$ cat config.mk
export PLATFORM = sky130hd
export DESIGN_NAME = mem_stage
export DESIGN_NICKNAME = d
export VERILOG_FILES = /design/src/rtl/cpu_pkg.sv /design/src/rtl/mem_lat_ctr.sv /design/src/rtl/mem_stage.sv
export SDC_FILE = /design/constraint.sdc
export NUM_CORES = 1
export LEC_CHECK = 0
export CAP_MARGIN = 25
export CORE_AREA = 2 2 196 198
export DETAILED_ROUTE_END_ITERATION = 8
export DIE_AREA = 0 0 198 200
export MAX_ROUTING_LAYER = met4
export PLACE_DENSITY = 0.53
export SLEW_MARGIN = 10
export SYNTH_ARGS = -nofsm -noshare
export SYNTH_HDL_FRONTEND = slang
export SYNTH_HIERARCHICAL = 1
export SYNTH_SLANG_ARGS = --single-unit
$ cat constraint.sdc
create_clock -name clk -period 3.8 [get_ports clk]
set_input_delay 0.57 -clock clk [delete_from_list [all_inputs] [get_ports clk]]
set_output_delay 0.57 -clock clk [all_outputs]
set_load 0.05 [all_outputs]
$ cat src/rtl/cpu_pkg.sv
// Shared pipeline definitions: memory opcodes, the NOP bundle and the
// memory-stage state encoding.
package cpu_pkg;

    localparam logic [5:0]  OP_LOAD    = 6'b010000;
    localparam logic [5:0]  OP_STORE   = 6'b010001;
    localparam logic [31:0] NOP_SLOT   = {3'b111, 29'b0};
    localparam logic [63:0] NOP_BUNDLE = {NOP_SLOT, NOP_SLOT};

    typedef enum logic [1:0] {
        IDLE,
        WAIT,
        DONE
    } mem_state_t;

endpackage

$ cat src/rtl/mem_lat_ctr.sv
// Down-counter covering the BRAM read latency; done marks the last WAIT
// cycle so the FSM enters DONE exactly when douta becomes valid.
module mem_lat_ctr #(
    parameter int RD_LAT = 2
) (
    input  logic clk,
    input  logic rstn,
    input  logic load,
    output logic done
);

    localparam int CW = (RD_LAT < 2) ? 1 : $clog2(RD_LAT + 1);

    logic [CW-1:0] cnt;

    always_ff @(posedge clk or negedge rstn) begin
        if (!rstn) begin
            cnt <= '0;
        end else if (load) begin
            cnt <= CW'(RD_LAT - 1);
        end else if (cnt != '0) begin
            cnt <= cnt - CW'(1);
        end
    end

    assign done = (cnt == CW'(1));

endmodule

$ cat src/rtl/mem_stage.sv
// Memory-access stage: one 64-bit data-BRAM load/store per bundle, stalls
// upstream while a load waits out RD_LAT. Optional MEM_STORE_FWD_EN adds a
// 1-entry store-to-load forwarding register.
module mem_stage
    import cpu_pkg::*;
#(
    parameter int ADDR_W = 15,
    parameter int RD_LAT = 2
) (
    input  logic              clk,
    input  logic              rstn,
    input  logic [63:0]       inst,
    input  logic              ex_to_mem_ready,
    input  logic [31:0]       u_tdata,
    input  logic [31:0]       l_tdata,
    input  logic [4:0]        u_rt,
    input  logic [4:0]        l_rt,
    input  logic              u_rt_flag,
    input  logic              l_rt_flag,
    input  logic [63:0]       dina,
    output logic              mem_stall,
    output logic [ADDR_W-1:0] addra,
    output logic [7:0]        wea,
    input  logic [63:0]       douta,
    output logic [63:0]       dina_mem,
    output logic [63:0]       inst_to_the_next,
    output logic [31:0]       u_wdata,
    output logic [31:0]       l_wdata,
    output logic [4:0]        u_rt_to_the_next,
    output logic [4:0]        l_rt_to_the_next,
    output logic              u_rt_flag_to_the_next,
    output logic              l_rt_flag_to_the_next
);

    mem_state_t        state, state_nxt;
    logic              is_load, is_store, lo_load, load_req;
    logic              fwd_hit, ctr_load, ctr_done;
    logic [ADDR_W-1:0] mem_addr;
    logic [63:0]       fwd_data, ld_word;

    logic [63:0] inst_n;
    logic [31:0] u_wd_n, l_wd_n;
    logic [4:0]  u_rt_n, l_rt_n;
    logic        u_f_n, l_f_n;

    assign is_load  = (inst[63:58] == OP_LOAD);
    assign is_store = (inst[63:58] == OP_STORE);
    assign lo_load  = (inst[31:26] == OP_LOAD);
    assign load_req = is_load || ex_to_mem_ready;
    assign mem_addr = u_tdata[ADDR_W-1:0];

    assign addra    = mem_addr;
    assign dina_mem = dina;
    assign ctr_load = (state == IDLE) && load_req && !fwd_hit;

`ifdef MEM_STORE_FWD_EN
    logic              fwd_vld;
    logic [ADDR_W-1:0] fwd_addr;

    always_ff @(posedge clk or negedge rstn) begin
        if (!rstn) begin
            fwd_vld  <= 1'b0;
            fwd_addr <= '0;
            fwd_data <= '0;
        end else if (state == IDLE && is_store && !load_req) begin
            fwd_vld  <= 1'b1;
            fwd_addr <= mem_addr;
            fwd_data <= dina;
        end
    end

    assign fwd_hit = (state == IDLE) && load_req && fwd_vld && (fwd_addr == mem_addr);
`else
    assign fwd_hit  = 1'b0;
    assign fwd_data = '0;
`endif

    mem_lat_ctr #(.RD_LAT(RD_LAT)) u_lat_ctr (
        .clk  (clk),
        .rstn (rstn),
        .load (ctr_load),
        .done (ctr_done)
    );

    always_ff @(posedge clk or negedge rstn) begin
        if (!rstn) state <= IDLE;
        else       state <= state_nxt;
    end

    always_comb begin
        state_nxt = state;
        case (state)
            IDLE:    if (ctr_load) state_nxt = (RD_LAT == 1) ? DONE : WAIT;
            WAIT:    if (ctr_done) state_nxt = DONE;
            DONE:    state_nxt = IDLE;
            default: state_nxt = IDLE;
        endcase
    end

    // Stall is gated by rstn so it drops the moment reset hits a pending load.
    always_comb begin
        mem_stall = rstn && (ctr_load || state == WAIT);
        wea       = (rstn && state == IDLE && is_store && !load_req) ? 8'hFF : 8'h00;
        ld_word   = (state == DONE) ? douta : fwd_data;
        inst_n    = NOP_BUNDLE;
        u_wd_n    = '0;
        l_wd_n    = '0;
        u_rt_n    = '0;
        l_rt_n    = '0;
        u_f_n     = 1'b0;
        l_f_n     = 1'b0;
        if ((state == IDLE && !ctr_load) || state == DONE) begin
            inst_n = inst;
            u_rt_n = u_rt;
            l_rt_n = l_rt;
            u_f_n  = u_rt_flag;
            l_f_n  = l_rt_flag;
            if (state == DONE || fwd_hit) begin
                u_wd_n = ld_word[63:32];
                l_wd_n = lo_load ? ld_word[31:0] : l_tdata;
            end else begin
                u_wd_n = u_tdata;
                l_wd_n = l_tdata;
            end
        end
    end

    always_ff @(posedge clk or negedge rstn) begin
        if (!rstn) begin
            inst_to_the_next      <= NOP_BUNDLE;
            u_wdata               <= '0;
            l_wdata               <= '0;
            u_rt_to_the_next      <= '0;
            l_rt_to_the_next      <= '0;
            u_rt_flag_to_the_next <= 1'b0;
            l_rt_flag_to_the_next <= 1'b0;
        end else begin
            inst_to_the_next      <= inst_n;
            u_wdata               <= u_wd_n;
            l_wdata               <= l_wd_n;
            u_rt_to_the_next      <= u_rt_n;
            l_rt_to_the_next      <= l_rt_n;
            u_rt_flag_to_the_next <= u_f_n;
            l_rt_flag_to_the_next <= l_f_n;
        end
    end

endmodule

==> impl_results.md <==
- Post-placement cell count: 1337
- P&R area growth vs syn: 68.0%
- Layer with the highest usage: met2
- Synth Area in Simple Gates: 18.4%
- Flops & latches, synth: 144
- Drt total wl: 24.5 mm
- Sequential area share after synthesis: 58.1%
- RSZ-0062 raised after global routing: false
- Grt met3 use: 4.27%
- Fin Clk Skew: 0.0120 ns
- Post-CTS Setup Bufs: 0
- Vias per cell: 3.70
- Vias in the first global route: 5145
- Core region area: 0.0374 sq mm
- Rows: 71
- Max Clock Freq: 311 MHz
- Largest net degree at the start of global routing: 65
- Final setup violation count: 0
- Library cells used by synthesis: 31
- Initial DRC count: 188
- Gate Count Post-Synth: 566
- Min cycle time layout: 3.21 ns
- Mean routed wirelength per cell: 17.9 um
- Die ar.: 0.0396 sq mm
- Adder-cell share of the synthesized area: 0.403%
- Number of non-filler instances in the completed layout: 1369
- Slew HR: 50.9%
- Post-Syn Nets: 839
- Hold_ws: 0.0652 ns
- I/O pins: 499
- Routability Congestion: 0.762
- Pins Over Slew Limit: 0
- Vias: 5062
- Number of diodes: 0
- Worst-margin pin slew: 0.736 ns
- DRT antenna net count: 0
- Hold Path Class: primary input to asynchronous set/reset pin
- Clk_lat worst skew: 0.42 ns
- Clk sinks: 144
- Synth Warn #: 6
- Avg Cell Area, Syn: 11.0 sq um
- First-pass DRT Iterations: 4
- GRT Total Usage: 12.2%
- Compound-Gate Fraction of Synth Area: 8.64%
- Mux cell area share after synthesis: 0%
- Die Y: 200 um
- Setup tns final: 0 ns
- Clock transition at the registers of the reported paths: 0.06 ns
- Max Cap Viol: 0
- CTS resizes: 0
- Final #Nets: 1118
- Post-Synth XOR/XNOR Area: 0.141%
- CP Launch Type: primary input
- Leading cell type in the layout, fill and taps excluded: clkdlybuf4s50_1
- Root buffer cell: clkbuf_16
- H-Tree Depth: 4
- Mapped Area: 0.00622 sq mm
- Commonest non-fill, non-tap cells in the layout: clkdlybuf4s50_1 (361), dfrtp_1 (138), nand2_1 (66)
- Clock buffers created by TritonCTS: 17
- Routing usage on met2: 20.4%
- Total congestion overflow: 0
- CP Class: primary input to output port
- P_leak: 4.36 nW
- Tcrit/Tclk final: 84.6%
- GRT met1 Usage: 12.7%
- CP arrival: 2.64 ns
- Fill cell count: 3911
- Main combinational cell family by area after synthesis: simple AND/OR/NAND/NOR gates
- First-pass GRT wire length: 34.1 mm
- DPL Wire Length: 18.5 mm
- Max Root-Sink Buffers: 2
- Drt drc: 0
- Initial Utilization: 16.6%
- Worst vdd ir: 0.307 mV
- Endpoint class of the critical path: output port
- Die width: 198 um
- Endpoints failing hold: 0
- Share of cells above drive strength 1: 13.4%
- CTS tree: done
- Worst Path Required: 3.23 ns
- Status: finished clean
- Buffers on Ports: 370
- Initial antenna violation count: 0
- Power per cell area: 682 mW/mm^2
- Crit Path Max Fanout: 3
- Core Util, Final: 27.9%
- CTS Hold Bufs: 0
[cell families (layout without fill, tap and decap cells)]
kind of cell | after synthesis | in the layout
AND/OR/NAND/NOR | 193 | 193
buffers and inverters | 125 | 417
adder cells (fa/ha/maj) | 2 | 2
XOR/XNOR | 1 | 1
flip-flops | 144 | 144
AO/OA/AOI/OAI | 101 | 101
[final cells by class]
cell class                      count  area (sq um)  share of cell area (%)
Timing Repair Buffer              382          3810                    36.5
Sequential cell                   144          3610                    34.6
Multi-Input combinational cell    297          1740                    16.7
Tap cell                          511           639                    6.12
Clock buffer                       18           429                    4.11
Clock inverter                     14           203                    1.94
Inverter                            3          11.3                   0.108
[per-stage QoR]
step	setup slack [ns]	instance area (sq um)	power [mW]
2_1_floorplan	0.244	6220	4.33
3_3_place_gp	0.518	9780	5.33
3_5_place_dp	0.575	9810	5.36
4_1_cts	0.570	10400	7.25
5_1_grt	0.418	10400	7.46
6_report	0.586	10400	7.12
[power breakdown]
| part | internal, mW | leakage [nW] | switching [mW] | total (mW) |
|---|---|---|---|---|
| Sequential | 1.91 | 1.91 | 0.143 | 2.05 |
| Combinational | 1.13 | 2.15 | 2.09 | 3.23 |
| Clock | 1.11 | 0.300 | 0.729 | 1.84 |
[final timing paths]
path | start | end | slack [ns] | depth (start not counted)
max | inst[60] | mem_stall | 0.59 | 5
min | rstn | u_wdata[24]$_DFF_PN0_ | 0.07 | 1
max reg2reg | state[1]$_DFFE_PN0P_ | inst_to_the_next[33]$_DFF_PN0_ | 1.55 | 4
min reg2reg | u_lat_ctr/cnt[0]$_DFFE_PN0P_ | u_lat_ctr/cnt[0]$_DFFE_PN0P_ | 0.56 | 2
max in group asynchronous | rstn | inst_to_the_next[23]$_DFF_PN0_ | 1.95 | 3
min in group clk | u_lat_ctr/cnt[0]$_DFFE_PN0P_ | u_lat_ctr/cnt[0]$_DFFE_PN0P_ | 0.56 | 2
[state kept, by name, summed over array words and instances (netlist names)]
signal and cells:
inst_to_the_next 64, l_wdata 32, u_wdata 32, l_rt_to_the_next 5, u_rt_to_the_next 5, state 2
u_lat_ctr/cnt 2, l_rt_flag_to_the_next 1, u_rt_flag_to_the_next 1
[cell usage after synthesis, drive strengths merged]
cell type	number	area share [%]
dfrtp	138	56
buf	99	13
and2	68	8.9
nand2	66	4.0
a21oi	65	5.2
nand3	32	2.6
o21ai	32	2.6
clkbuf	23	1.4
nand2b	9	0.91
dfstp	6	2.5
inv	3	0.18
a211oi	2	0.24
and3	2	0.20
ha	2	0.40
nor2	2	0.12
nor2b	2	0.20
nor3	2	0.16
nor3b	2	0.24
nor4b	2	0.28
nand4bb	1	0.18
nor4	1	0.10
nor4bb	1	0.16
o311a	1	0.16
o311ai	1	0.42
or2	1	0.10
or4	1	0.12
or4b	1	0.22
xor2	1	0.14
[metal layers]
metal / routed length (um) / vias to the layer above
li1: - / 2312
met3: 2310 / 102
met5: 0 / -
met2: 12200 / 250
met4: 1020 / 0
met1: 8940 / 2398
[critical path, stage by stage]
cell             delay, ns
clkdlybuf4s50_1       0.44
nor4b_1               0.42
a211oi_1              0.16
nor3b_1               0.21
clkdlybuf4s50_1       0.84
No activity file was read; power rests on OpenSTA's default activity.
